`src/rtl/alarm_clk_rtl.sv`:
```
// 24-hour alarm clock core: timebase, HH:MM counter, alarm register, keypad entry FSM, ASCII display.
// Define ALARM_PULSE_EN to chop sound_alarm into a 1 Hz square wave during the matching minute.
module alarm_clk_rtl #(
   parameter int CLK_PER_SEC = 256,
   parameter int SEC_PER_MIN = 60,
   parameter int TIMEOUT_SEC = 10
) (
   input  logic       clk,
   input  logic       reset,
   input  logic       alarm_button,
   input  logic       time_button,
   input  logic [3:0] key,
   input  logic       fast_watch,
   output logic [7:0] display_ms_hr,
   output logic [7:0] display_ls_hr,
   output logic [7:0] display_ms_min,
   output logic [7:0] display_ls_min,
   output logic       sound_alarm
);

   localparam int CYC_W = (CLK_PER_SEC > 1) ? $clog2(CLK_PER_SEC) : 1;
   localparam int SEC_W = (SEC_PER_MIN > 1) ? $clog2(SEC_PER_MIN) : 1;
   localparam int TO_W  = $clog2(TIMEOUT_SEC + 1);

   // Digit [3] is hours tens, [0] is minutes units; every digit is BCD.
   typedef logic [3:0][3:0] hhmm_t;

   typedef enum logic [2:0] {
      SHOW_TIME,
      KEY_STORED,
      KEY_WAITED,
      KEY_ENTRY,
      SET_ALARM_TIME,
      SET_CURRENT_TIME,
      SHOW_ALARM
   } state_t;

   state_t           state_q, state_d;
   logic [CYC_W-1:0] cyc_q, cyc_d;
   logic [SEC_W-1:0] sec_q, sec_d;
   logic [TO_W-1:0]  tout_q, tout_d;
   hhmm_t            time_q, time_d;
   hhmm_t            alarm_q, alarm_d;
   hhmm_t            key_buf_q, key_buf_d;
   logic             armed_q, armed_d;
   logic [3:0][7:0]  disp_q, disp_d;
   logic             sound_q, sound_d;

   logic  one_second, one_minute, key_digit, buf_valid, timed_out;
   hhmm_t shown;

   function automatic hhmm_t bcd_inc(input hhmm_t t);
      hhmm_t r;
      r = t;
      if (t[0] != 4'd9) begin
         r[0] = t[0] + 4'd1;
      end else begin
         r[0] = 4'd0;
         if (t[1] != 4'd5) begin
            r[1] = t[1] + 4'd1;
         end else begin
            r[1] = 4'd0;
            if (t[3] == 4'd2 && t[2] == 4'd3) begin
               r[3] = 4'd0;
               r[2] = 4'd0;
            end else if (t[2] == 4'd9) begin
               r[2] = 4'd0;
               r[3] = t[3] + 4'd1;
            end else begin
               r[2] = t[2] + 4'd1;
            end
         end
      end
      return r;
   endfunction

   function automatic logic hhmm_valid(input hhmm_t t);
      return (t[3] <= 4'd2) && (t[2] <= 4'd9) && (t[1] <= 4'd5) && (t[0] <= 4'd9)
             && !(t[3] == 4'd2 && t[2] > 4'd3);
   endfunction

   always_comb begin
      one_second = (cyc_q == CYC_W'(CLK_PER_SEC - 1));
      one_minute = one_second && (fast_watch || (sec_q == SEC_W'(SEC_PER_MIN - 1)));
      key_digit  = (key <= 4'd9);
      buf_valid  = hhmm_valid(key_buf_q);
      timed_out  = (tout_q >= TO_W'(TIMEOUT_SEC));

      state_d   = state_q;
      cyc_d     = one_second ? '0 : cyc_q + 1'b1;
      sec_d     = sec_q;
      if (one_second) begin
         sec_d = (sec_q == SEC_W'(SEC_PER_MIN - 1)) ? '0 : sec_q + 1'b1;
      end
      tout_d    = tout_q;
      if (one_second && (state_q == KEY_WAITED || state_q == KEY_ENTRY)) begin
         tout_d = tout_q + 1'b1;
      end
      time_d    = one_minute ? bcd_inc(time_q) : time_q;
      alarm_d   = alarm_q;
      armed_d   = armed_q;
      key_buf_d = key_buf_q;

      case (state_q)
         SHOW_TIME: begin
            if (alarm_button) begin
               state_d = SHOW_ALARM;
            end else if (key_digit) begin
               key_buf_d = {12'h000, key};
               state_d   = KEY_STORED;
            end
         end
         KEY_STORED: begin
            tout_d  = '0;
            state_d = KEY_WAITED;
         end
         KEY_WAITED: begin
            if (!key_digit) begin
               state_d = KEY_ENTRY;
            end else if (timed_out) begin
               state_d = SHOW_TIME;
            end
         end
         KEY_ENTRY: begin
            if (alarm_button) begin
               state_d = SET_ALARM_TIME;
            end else if (time_button) begin
               state_d = SET_CURRENT_TIME;
            end else if (key_digit) begin
               key_buf_d = {key_buf_q[2:0], key};
               state_d   = KEY_STORED;
            end else if (timed_out) begin
               state_d = SHOW_TIME;
            end
         end
         SET_ALARM_TIME: begin
            if (buf_valid) begin
               alarm_d = key_buf_q;
               armed_d = 1'b1;
            end
            state_d = SHOW_TIME;
         end
         SET_CURRENT_TIME: begin
            // A load overrides a same-cycle minute tick and restarts the timebase.
            if (buf_valid) begin
               time_d = key_buf_q;
               cyc_d  = '0;
               sec_d  = '0;
            end
            state_d = SHOW_TIME;
         end
         SHOW_ALARM: begin
            if (!alarm_button) begin
               state_d = SHOW_TIME;
            end
         end
         default: state_d = SHOW_TIME;
      endcase

      case (state_q)
         KEY_STORED, KEY_WAITED, KEY_ENTRY: shown = key_buf_q;
         SHOW_ALARM:                        shown = alarm_q;
         default:                           shown = time_q;
      endcase
      for (int i = 0; i < 4; i++) begin
         disp_d[i] = 8'h30 + {4'h0, shown[i]};
      end

`ifdef ALARM_PULSE_EN
      sound_d = armed_q && (time_q == alarm_q) && (cyc_q < CYC_W'(CLK_PER_SEC / 2));
`else
      sound_d = armed_q && (time_q == alarm_q);
`endif
   end

   always_ff @(posedge clk or posedge reset) begin
      if (reset) begin
         state_q   <= SHOW_TIME;
         cyc_q     <= '0;
         sec_q     <= '0;
         tout_q    <= '0;
         time_q    <= '0;
         alarm_q   <= '0;
         key_buf_q <= '0;
         armed_q   <= 1'b0;
         disp_q    <= {4{8'h30}};
         sound_q   <= 1'b0;
      end else begin
         state_q   <= state_d;
         cyc_q     <= cyc_d;
         sec_q     <= sec_d;
         tout_q    <= tout_d;
         time_q    <= time_d;
         alarm_q   <= alarm_d;
         key_buf_q <= key_buf_d;
         armed_q   <= armed_d;
         disp_q    <= disp_d;
         sound_q   <= sound_d;
      end
   end

   assign display_ms_hr  = disp_q[3];
   assign display_ls_hr  = disp_q[2];
   assign display_ms_min = disp_q[1];
   assign display_ls_min = disp_q[0];
   assign sound_alarm    = sound_q;

endmodule

```
`config.mk`:
```
export PLATFORM = sky130hd
export DESIGN_NAME = alarm_clk_rtl
export DESIGN_NICKNAME = d
export VERILOG_FILES = /design/src/rtl/alarm_clk_rtl.sv
export SDC_FILE = /design/constraint.sdc
export NUM_CORES = 1
export LEC_CHECK = 0
export ABC_AREA = 0
export BUFFER_PORTS_ARGS = -buffer_cell sky130_fd_sc_hd__buf_4
export CAP_MARGIN = 40
export CORE_ASPECT_RATIO = 1.5
export CORE_MARGIN = 3
export CORE_UTILIZATION = 45
export DETAILED_ROUTE_END_ITERATION = 8
export PLACE_DENSITY = 0.68
export SYNTH_ARGS = -nofsm -noshare
export SYNTH_HDL_FRONTEND = slang
export SYNTH_SLANG_ARGS = --single-unit
```
`constraint.sdc`:
```
create_clock -name clk -period 6 [get_ports clk]
set_input_delay 0.6 -clock clk [delete_from_list [all_inputs] [get_ports clk]]
set_output_delay 0.6 -clock clk [all_outputs]
set_load 0.01 [all_outputs]
```
Word level (Yosys, flattened, before mapping)
Cells that the tools add are included.
- register bits after elaboration: 99
- input bits: 9
- output and inout port bits: 33
- logic and storage cells: 116
- add/subtract/negate cells: 11
- magnitude comparators: 7
- equal/unequal tests: 22
- multiplexer cells: 35
- reduce and logical (&&, ||, !) cells: 19
- operators with widths (kind ; count):
    $mux W16 ; 8
    $pmux W16 S2 ; 2
    $mux W8 ; 5
    $add A6 B4 Y7 const A ; 4
    $mux W3 ; 8
    $mux W4 ; 6
    $mux W6 ; 4
    $add A4 B1 Y4 const B ; 5
    $eq A16 B16 Y1 ; 1
    $pmux W3 S5 ; 1
    $eq A4 B2 Y1 const B ; 3
    $le A4 B4 Y1 const B ; 3
    $mux W12 ; 1
    $ne A2 B2 Y1 const B ; 6
    $eq A3 B3 Y1 const B ; 3
    $logic_and A1 B1 Y1 ; 9
    $add A8 B1 Y8 const B ; 1
    $eq A8 B8 Y1 const B ; 1
    $add A6 B1 Y6 const B ; 1
    $eq A3 B2 Y1 const B ; 2
    $eq A6 B6 Y1 const B ; 1
    $reduce_and A6 Y1 ; 1
    $eq A4 B4 Y1 const B ; 1
    $ge A4 B4 Y1 const B ; 1
    13 further kinds ; 16

Depth between registers and ports, before layout
- depth in word-level cells: 8
- mapped depth: 8
- depth with buffers taken out: 7

Worst setup path after synthesis
No wires, ideal clock.
- path kind: register -> register
- start point: reg key_buf_q[7] (netlist bit)
- end point: reg alarm_q[11] (netlist bit)
- setup time: 0.125 ns
- data arrival time: 1.651 ns
- data required time: 5.875 ns
- slack: 4.225 ns
- stages on the path, launching flop included: 7
- buffers on the path: 1
- clock period less this slack: 1.775 ns
- cell sequence: dfrtp_1 -> nor4b_1 -> and3_1 -> nand2_1 -> nor2_4 -> buf_2 -> mux2_2
- word-level cells in the longest chain between the ends: 5
- ends and longest elaborated chain (item ; RTL line ; RTL):
    from (decl) ; 44 ; hhmm_t key_buf_q, key_buf_d;
    from (signal assigned) ; 195 ; key_buf_q <= key_buf_d;
    $le A4 B3 Y1 ; 78 ; return (t[3] <= 4'd2) && (t[2] <= 4'd9) && (t[1] <= 4'd5) && (t[0] <= 4'd9)
    $logic_and A1 B1 Y1 (2 in series) ; 78 ;
    $logic_and A1 B1 Y1 ; 79 ; && !(t[3] == 4'd2 && t[2] > 4'd3);
    $reduce_and A2 Y1 (no line) ; n/a ;
    to (signal assigned) ; 194 ; alarm_q <= alarm_d;
    to (decl) ; 43 ; hhmm_t alarm_q, alarm_d;
Every way passes these cells.
A chain may end at the register's enable or synchronous reset.

Final worst setup path
- start point: reg state_q[0]
- end point: reg key_buf_q[1] (netlist bit)
- word-level cells in the longest chain between the ends: 3
- elaborated cells on any way between the ends: 10
- those cells by class: eq/ne: 6; mux: 1; reduce/logical: 3
- ends and longest elaborated chain (item ; RTL line ; RTL):
    from (decl) ; 38 ; state_t state_q, state_d;
    from (signal assigned) ; 189 ; state_q <= state_d;
    $eq A3 B2 Y1 / $logic_not A3 Y1 (equally long branches) ; 104 ; case (state_q)
    $ne A2 B2 Y1 (no line) / $reduce_bool A2 Y1 (equally long branches) ; n/a ;
    $reduce_and A6 Y1 (no line) ; n/a ;
Parallel ways exist; a longest one is shown, timed or not.

==> reports/results.tsv <==
stage	metric	value	unit
worst_setup_path	critPathSlowestCell	nand3_1	
cts	hold_buffers	0	
cts	postCtsSetupBuffers	0	
global_routing	antenna_found_initial	0	
worst_setup_path	critPathLaunchType	flop	
cells_and_area	utilization	0.516	
power	p_leak	2.19	nW
sta	fin_ws	3.55	ns
synth	synth_flop_cell	dfrtp_1	
cts	clockRootBuffer	clkbuf_16	
cells_and_area	insertedDiodeCount	0	
sta	setup_viol	0	
die	die_h	130	um
placement	port_buffers	25	
sta	finalSetupTns	0	ns
worst_setup_path	regToRegStartpoint	state_q[0]	
cts	ctsHtreeMaxLevel	3	
global_routing	top_usage_layer	met2	
sta	rsz0062_at_grt	false	
outcome	status	complete, no violations	
worst_setup_path	worstPathRequired	6.23	ns
route	drtPass1Iterations	5	
cts	cts_sinks	87	
sta	finalMaxSlewViolations	0	
route	routedWlPerCell	17.6	um
cts	numCtsBuffers	9	
flow_run	drv_cap	0	
global_routing	grt-ovfl-total	0	
worst_setup_path	startpoint	state_q[0]	
power	ir_worst_vdd	179	uV
die	placeableCoreArea	9850	um2
sta	worst_pin_slew	0.868	ns
global_routing	grt_max_degree	64	
worst_setup_path	path_cells	or2_2 -> o21ai_0 -> nand3_1 -> mux2_2	
worst_setup_path	critPathMaxStageDelay	0.65	ns
sta	fmax	409	MHz
route	finalWirelength	10700	um
worst_setup_path	critical_path_class	reg2reg	
cts	clock_path_buffers	2	
synth	synth_seq_cells	87	
die	start_util	0.467	
worst_setup_path	cp-end-kind	flop	
placement	placed_cell_area	4790	um2
cts	clkSlewWorstSetupHoldPaths	0.06	ns
cells_and_area	fin_area	5080	um2
synth	synth_top_area_share	0.473	
synth	syn_inst	481	
synth	synth_most_common_cell	dfrtp_1	
synth	yosysSeqAreaShare	0.473	
synth	syn-cell-area	4600	um2
route	viasPerCell	6.00	
power	power_density	517	nW/um2
die	dieArea	11500	um2
cells_and_area	num-fill-cells	892	
placement	dp_slack	3.47	ns
cts	cts_tree	done	
route	drt_iter0_markers	224	
sta	skew	0.00530	ns
global_routing	gr-usage-met1	0.230	
cells_and_area	nets	506	
placement	hpwl	7310	um
synth	synth_top_area_cell	dfrtp_1	
worst_setup_path	crit_fanout	28	
synth	ys.warnings.count	0	
sta	report.final.hold_viol_count	0	
cells_and_area	drive_gt1_frac	0.150	
route	vias	3652	
global_routing	grt.met2_usage	0.330	
die	die_x	88.6	um
sta	min_period_over_period	0.408	
cts	clkLatencyLatePin	0.35	ns
route	ant_nets	0	
sta	slew_headroom	0.420	
die	num_io_pins	42	
worst_setup_path	cp_top_family	simple AND/OR/NAND/NOR gates	
synth	ys_async_sr_fraction	1.00	
sta	min_period	2.45	ns
cells_and_area	syn_to_final_growth	10.5	%
placement	gp_congestion	0.796	
synth	synth_edf_count	0	
synth	avgSynthCellArea	9.57	um2
cts	post_cts_resized	0	
worst_hold_path	hold_path.class	in2async	
global_routing	grt_pass1_wl	17400	um
synth	netlist-cell-type-count	58	
global_routing	grt_use_met3	0.0474	
worst_setup_path	critPathArrivalTime	2.68	ns
synth	synthTopCellsByCount	dfrtp_1, nand2_1, nor2_1, o21ai_0, o22ai_1	
worst_setup_path	critPathBufInv	0	
global_routing	grt_pass1_vias	3448	
synth	synthTopCellsByArea	dfrtp_1, o22ai_1, nand2_1, mux2_2, o21ai_0	
die	row_count	44	
global_routing	grt.total_usage	0.196	
route	drcViolationCount	0	
[worst reg2reg max path: stages, from the launching register on]
cell,delay [ns]
dfrtp_1,0.45
or2_2,0.50
o21ai_0,0.19
nand3_1,0.65
mux2_2,0.53
[power by group]
group	internal (W)	switching (W)
clock	0.000323	0.000243
combinational	0.000437	0.000524
sequential	0.000809	0.000291
[final timing paths]
check                               endpoint  cells after the start  slack (ns)
worst max-delay path            key_buf_q[1]                      4        3.55
max in group asynchronous       key_buf_q[1]                      4        5.07
min in group clk                     armed_q                      1        0.47
worst min-delay path              time_q[14]                      3        0.31
worst min register to register       armed_q                      1        0.47
worst max register to register  key_buf_q[1]                      4        3.55
[metrics by stage]
stage               std cells  hold slack [ns]  power [W]
floorplan                 495            0.439    0.00175
global placement          591            0.459    0.00202
detailed placement        593            0.463    0.00206
CTS                       609            0.315    0.00263
global route              609            0.337    0.00279
finish                    609            0.309    0.00263
[placed cells by master (no fill, tap or decap), types with 3 or more instances in the layout]
master,n
dfrtp_1,87
nand2_1,52
nor2_1,36
o21ai_0,35
o22ai_1,34
a21oi_1,33
buf_4,27
xnor2_1,17
mux2_2,16
conb_1,16
nand4_1,9
clkbuf_16,9
inv_1,8
xor2_1,8
ha_1,8
nand3_1,7
mux2i_1,6
a31oi_1,6
and3_1,5
nor2b_1,5
nor3_1,4
a22oi_1,4
or3_1,4
nand2b_1,3
a311oi_1,3
nand4b_1,3
nor4_1,3
clkinv_2,3
[flip-flops by register name, summed over array words and instances (netlist names)]
signal / cells
state_q: 3
cyc_q: 8
display_ms_min: 4
alarm_q: 16
display_ls_min: 4
tout_q: 4
display_ms_hr: 4
time_q: 16
sound_alarm: 1
key_buf_q: 16
armed_q: 1
display_ls_hr: 4
sec_q: 6
[layer usage]
metal / wire length (um) / vias up
li1: - / 1718
met4: 407 / 0
met5: 0 / -
met2: 5620 / 116
met3: 437 / 25
met1: 4240 / 1793
[area by class of cell]
| type | instances | area, um2 | area share |
|---|---|---|---|
| sequential | 87 | 2180 | 0.428 |
| timing repair buffer | 29 | 245 | 0.0482 |
| tap | 115 | 144 | 0.0283 |
| clock buffer | 9 | 225 | 0.0443 |
| inverter | 10 | 38.8 | 0.00763 |
| multi-input combinational | 352 | 2180 | 0.429 |
| clock inverter | 7 | 72.6 | 0.0143 |
[cells by family (layout without fill, tap and decap cells)]
family                   Yosys count  after routing  synth area share
adder cells (fa/ha/maj)            8              8            0.0218
AO/OA/AOI/OAI                    130            130             0.166
AND/OR/NAND/NOR                  151            151             0.173
buffers and inverters             56             55            0.0642
other                              2             16           0.00163
multiplexers                      22             22            0.0522
flip-flops                        87             87             0.473
XOR/XNOR                          25             25            0.0476
No activity file was read; power rests on OpenSTA's default activity.
